<file path="config.mk">
export PLATFORM = sky130hd
export DESIGN_NAME = seq_multi_adder
export DESIGN_NICKNAME = d
export VERILOG_FILES = /design/src/rtl/seq_multi_adder.sv
export SDC_FILE = /design/constraint.sdc
export NUM_CORES = 1
export LEC_CHECK = 0
export CAP_MARGIN = 10
export CORE_AREA = 2 2 50 52
export CTS_CLUSTER_SIZE = 8
export DETAILED_ROUTE_END_ITERATION = 7
export DIE_AREA = 0 0 52 54
export PLACE_DENSITY = 0.73
export SYNTH_ARGS = -nofsm -noshare
export SYNTH_HDL_FRONTEND = slang
export SYNTH_SLANG_ARGS = --single-unit
</file>
<file path="constraint.sdc">
create_clock -name clk -period 4.2 [get_ports clk]
set_input_delay 0.42 -clock clk [delete_from_list [all_inputs] [get_ports clk]]
set_output_delay 0.42 -clock clk [all_outputs]
set_load 0.05 [all_outputs]
</file>
<file path="src/rtl/seq_multi_adder.sv">
// Serial multi-operand unsigned adder: one adder stepped over CHANNELS cycles, valid/ready on both sides.
// Build option: define SEQ_MULTI_ADDER_SAT_EN to saturate the accumulator on overflow instead of wrapping.
module seq_multi_adder #(
    parameter int WIDTH    = 2,
    parameter int CHANNELS = 4,
    parameter int SUM_W    = 4
) (
    input  logic                      clk,
    input  logic                      rst,
    input  logic [WIDTH*CHANNELS-1:0] ops,
    input  logic                      in_valid,
    output logic                      in_ready,
    output logic [SUM_W-1:0]          sum,
    output logic                      ovf,
    output logic                      out_valid,
    input  logic                      out_ready
);
    localparam int IDX_W = $clog2(CHANNELS);
    localparam logic [IDX_W-1:0] LAST_IDX = IDX_W'(CHANNELS - 1);

    typedef enum logic [1:0] {IDLE, ACC, DONE} state_t;

    state_t                    state_reg;
    logic [WIDTH*CHANNELS-1:0] ops_reg;
    logic [SUM_W-1:0]          acc_reg;
    logic [SUM_W-1:0]          sum_reg;
    logic                      ovf_reg;
    logic                      out_valid_reg;
    logic                      in_ready_reg;
    logic [IDX_W-1:0]          idx_reg;

    logic [WIDTH-1:0]          op_arr [CHANNELS];
    logic [SUM_W:0]            add_full;
    logic                      carry;
    logic [SUM_W-1:0]          acc_next;
    logic                      ovf_next;

    genvar gi;
    generate
        for (gi = 0; gi < CHANNELS; gi++) begin : g_op
            assign op_arr[gi] = ops_reg[gi*WIDTH +: WIDTH];
        end
    endgenerate

    // The add is one bit wider than the accumulator so the carry out is visible as overflow.
    always_comb begin
        add_full = {1'b0, acc_reg} + {{(SUM_W + 1 - WIDTH){1'b0}}, op_arr[idx_reg]};
        carry    = add_full[SUM_W];
        ovf_next = ovf_reg | carry;
`ifdef SEQ_MULTI_ADDER_SAT_EN
        // Once saturated, the accumulator is pinned at full scale for the rest of the transaction.
        acc_next = (carry || ovf_reg) ? {SUM_W{1'b1}} : add_full[SUM_W-1:0];
`else
        acc_next = add_full[SUM_W-1:0];
`endif
    end

    always_ff @(posedge clk or posedge rst) begin
        if (rst) begin
            state_reg     <= IDLE;
            ops_reg       <= '0;
            acc_reg       <= '0;
            sum_reg       <= '0;
            ovf_reg       <= 1'b0;
            out_valid_reg <= 1'b0;
            in_ready_reg  <= 1'b1;
            idx_reg       <= '0;
        end else begin
            case (state_reg)
                IDLE: begin
                    if (in_valid) begin
                        ops_reg      <= ops;
                        acc_reg      <= '0;
                        ovf_reg      <= 1'b0;
                        idx_reg      <= '0;
                        in_ready_reg <= 1'b0;
                        state_reg    <= ACC;
                    end
                end
                ACC: begin
                    acc_reg <= acc_next;
                    ovf_reg <= ovf_next;
                    idx_reg <= idx_reg + IDX_W'(1);
                    if (idx_reg == LAST_IDX) begin
                        sum_reg       <= acc_next;
                        out_valid_reg <= 1'b1;
                        state_reg     <= DONE;
                    end
                end
                DONE: begin
                    // sum_reg is left untouched so the last result stays visible in IDLE.
                    if (out_ready) begin
                        out_valid_reg <= 1'b0;
                        in_ready_reg  <= 1'b1;
                        state_reg     <= IDLE;
                    end
                end
                default: begin
                    out_valid_reg <= 1'b0;
                    in_ready_reg  <= 1'b1;
                    state_reg     <= IDLE;
                end
            endcase
        end
    end

    assign in_ready  = in_ready_reg;
    assign out_valid = out_valid_reg;
    assign sum       = sum_reg;
    assign ovf       = ovf_reg;

endmodule
</file>
==> metrics.json <==
{
  "setup_path": {
    "worst_setup_end_kind": "output port",
    "worst_r2r_path_depth": 5,
    "cp.required_ps": 3780,
    "setup.worst_path.start_class": "flop",
    "buffers_inverters_on_critical_path": 1,
    "worstSetupPathType": "flop to output port",
    "worstPathMaxFanout": 2,
    "cp.depth": 1,
    "cp.arrival_ps": 1670,
    "critical_path.cell_chain": "clkdlybuf4s50_1",
    "max_stage_delay_ps": 790,
    "crit_path_top_delay_cell": "sky130_fd_sc_hd__clkdlybuf4s50_1",
    "timing.critical_path.max_delay_family": "buffers and inverters"
  },
  "sta": {
    "postLayoutSetupSlackWorst_ps": 2110,
    "finalWorstPathRequiredPeriod_ps": 2090,
    "finalHoldViolCount": 0,
    "timing_limited_maximum_frequency_ghz": 0.478,
    "final.hold.worst_slack_ps": 479,
    "fin_crit_sh_pct": 49.8,
    "tns_ps": 0,
    "timing.final.setup_violations": 0,
    "timing.max_slew.rel_slack_pct": 43.9,
    "setup_repair_after_global_routing_missed_its_margin": "false",
    "worst-slew-pin-transition_ps": 840,
    "timing.clock.skew_ps": 13.5,
    "final_slew_violations": 0
  },
  "yosys": {
    "cell_count_after_synthesis": 109,
    "yosys.area_share.adder_pct": 5.36,
    "synth-seq-cells": 23,
    "synth.distinct_cells": 26,
    "synth-edff-count": 0,
    "area_of_the_mapped_netlist_mm2": 0.00107,
    "synth.area.mux_share_pct": 5.13,
    "synth-warning-count": 0,
    "synth_flop_cell": "sky130_fd_sc_hd__dfrtp_1",
    "largest_family_of_logic_cells_by_synthesized_area": "simple AND/OR/NAND/NOR gates",
    "synth.area.top_cells": "sky130_fd_sc_hd__dfrtp_1 51%, sky130_fd_sc_hd__nand2_1 12%, sky130_fd_sc_hd__o21ai_0 5.6%, sky130_fd_sc_hd__mux4_2 4.2%, sky130_fd_sc_hd__ha_1 3.5%",
    "syn_avg_cell_area_um2": 9.85,
    "synth_simple_gate_area_share_pct": 19.0,
    "synth_area_in_compound_gates_pct": 9.79,
    "synth.yosys.seq_area_share_pct": 53.7,
    "yosys.area_share.xor_xnor_pct": 0.816,
    "synth_area_leader_cell": "sky130_fd_sc_hd__dfrtp_1",
    "synthesis.nets": 125,
    "synth_async_sr_flop_share_pct": 100,
    "synth_top_cell_area_share_pct": 51.3
  },
  "placed_design": {
    "gpl.final_weighted_congestion": 0.770,
    "portBuffers": 18,
    "detailed_place.area_mm2": 0.00125,
    "pre_cts_ws_ps": 2220,
    "placedCellCount": 152,
    "dpl.hpwl_um": 1360
  },
  "finish": {
    "finalNonFillerCells": 156,
    "area_growth_pct": 19.7,
    "drive_gt1_share_pct": 6.35,
    "mostFrequentLayoutCells": "33 x sky130_fd_sc_hd__nand2_1, 22 x sky130_fd_sc_hd__dfrtp_1, 18 x sky130_fd_sc_hd__clkdlybuf4s50_1",
    "antennaDiodeCount": 0,
    "finalInstanceArea_mm2": 0.00128,
    "final_net_count": 143,
    "largest_register_ffs": 8,
    "final_common_cell": "sky130_fd_sc_hd__nand2_1"
  },
  "floorplanning": {
    "start_util_pct": 46.3,
    "ios": 19,
    "dieHeight_um": 54,
    "core_region_area_mm2": 0.00232,
    "die_x_um": 52,
    "row_count": 18,
    "die_area_mm2": 0.00281
  },
  "routing": {
    "via_count": 781,
    "drc": 0,
    "routed_via_density": 5.01,
    "drt_iter0_markers": 6,
    "firstDrtPassIters": 4,
    "ant_nets_after_route": 0,
    "routedWlPerCell_um": 11.8,
    "detail_route.wirelength_um": 1840
  },
  "clocking": {
    "clk_latency_ps": 320,
    "clock_buffer_count_from_cts": 3,
    "max-clock-path-buffers": 2,
    "post_cts_hold_buffer_count": 0,
    "postCtsSetupBuffers": 0,
    "htree_levels": 1,
    "clkSinkCount": 23,
    "clock_tree_from_tritoncts": "built",
    "ctsResizeCount": 0,
    "clkSlewWorstSetupHoldPaths_ps": 140,
    "clk_root_buffer_cell": "sky130_fd_sc_hd__clkbuf_4"
  },
  "power_and_ir_drop": {
    "cellLeakagePower_uw": 0.000611,
    "irDropWorstVdd_v": 0.000412,
    "power_per_cell_area_mw_per_mm2": 781
  },
  "global_routing": {
    "grt_overflow": 0,
    "number_of_antenna_violations_at_the_first_check_in_global_routing": 0,
    "grt_pass1_vias": 795,
    "grt_pass1_wl_um": 3360,
    "largest_net_degree_at_the_start_of_global_routing": 24,
    "grt_usage_pct": 16.5
  },
  "run": {
    "max_cap_violations": 0
  },
  "min_path": {
    "timing.hold.worst.class": "flop to flop",
    "worst_hold_path.num_cells": 2
  },
  "status": {
    "run_status": "finished clean"
  }
}
layout make-up:
| type | count | area (um^2) |
|---|---|---|
| Clock buffer | 3 | 22.5 |
| Clock inverter | 1 | 7.51 |
| Fill cell | 213 | 1030 |
| Inverter | 8 | 30.0 |
| Multi-Input combinational cell | 73 | 430 |
| Sequential cell | 23 | 577 |
| Tap cell | 30 | 37.5 |
| Timing Repair Buffer | 18 | 180 |
synthesized netlist by cell type (all sizes together) (2+ instances only):
master and instances:
inv 8, nand2 33, a21o 2, ha 3
a21oi 2, buf 4, nand3 6, mux4 2
o21ai 13, dfrtp 22
power by group:
group / total (uW) / switching, uW / internal (uW) / leakage, uW
clock: 107 / 70.4 / 36.5 / 0.0000139
combinational: 492 / 295 / 198 / 0.000314
sequential: 404 / 80.9 / 323 / 0.000283
total: 1000 / 446 / 558 / 0.000611
worst min-delay path: stages, from the launching register on:
cell and delay (ps):
sky130_fd_sc_hd__dfstp_2 390, sky130_fd_sc_hd__inv_1 40, sky130_fd_sc_hd__a21oi_1 60
metal layers:
metal	up-vias	wire (um)	share of wire [%]	track usage (%)
li1	394	-	-	-
met1	366	794	43	18.9
met2	16	934	51	29.1
met3	5	66	3.6	3.33
met4	0	45	2.4	8.33
met5	-	0	0	0
path summary, 6_finish.rpt:
path | start | end | slack [ps]
max | in_ready$_DFFE_PP1P_ | in_ready | 2110
min | in_ready$_DFFE_PP1P_ | in_ready$_DFFE_PP1P_ | 480
max reg2reg | idx_reg[1]$_DFFE_PP0P_ | acc_reg[1]$_DFFE_PP0P_ | 2170
min reg2reg | in_ready$_DFFE_PP1P_ | in_ready$_DFFE_PP1P_ | 480
max in group asynchronous | rst | sum[1]$_DFFE_PP0P_ | 3120
min in group asynchronous | rst | ops_reg[2]$_DFFE_PP0P_ | 550
stage by stage:
step,power [uW],util [%]
3_5_place_dp,908,54.1
5_1_grt,1090,55.4
3_3_place_gp,878,54.1
2_1_floorplan,786,-
4_1_cts,1020,55.4
6_report,1000,55.4
cell families after synthesis:
logic type,Yosys count
AND/OR/NAND/NOR,46
flip-flops,23
AO/OA/AOI/OAI,19
buffers and inverters,13
adder cells (fa/ha/maj),4
multiplexers,3
XOR/XNOR,1
Power figures use the tool's default switching activity.
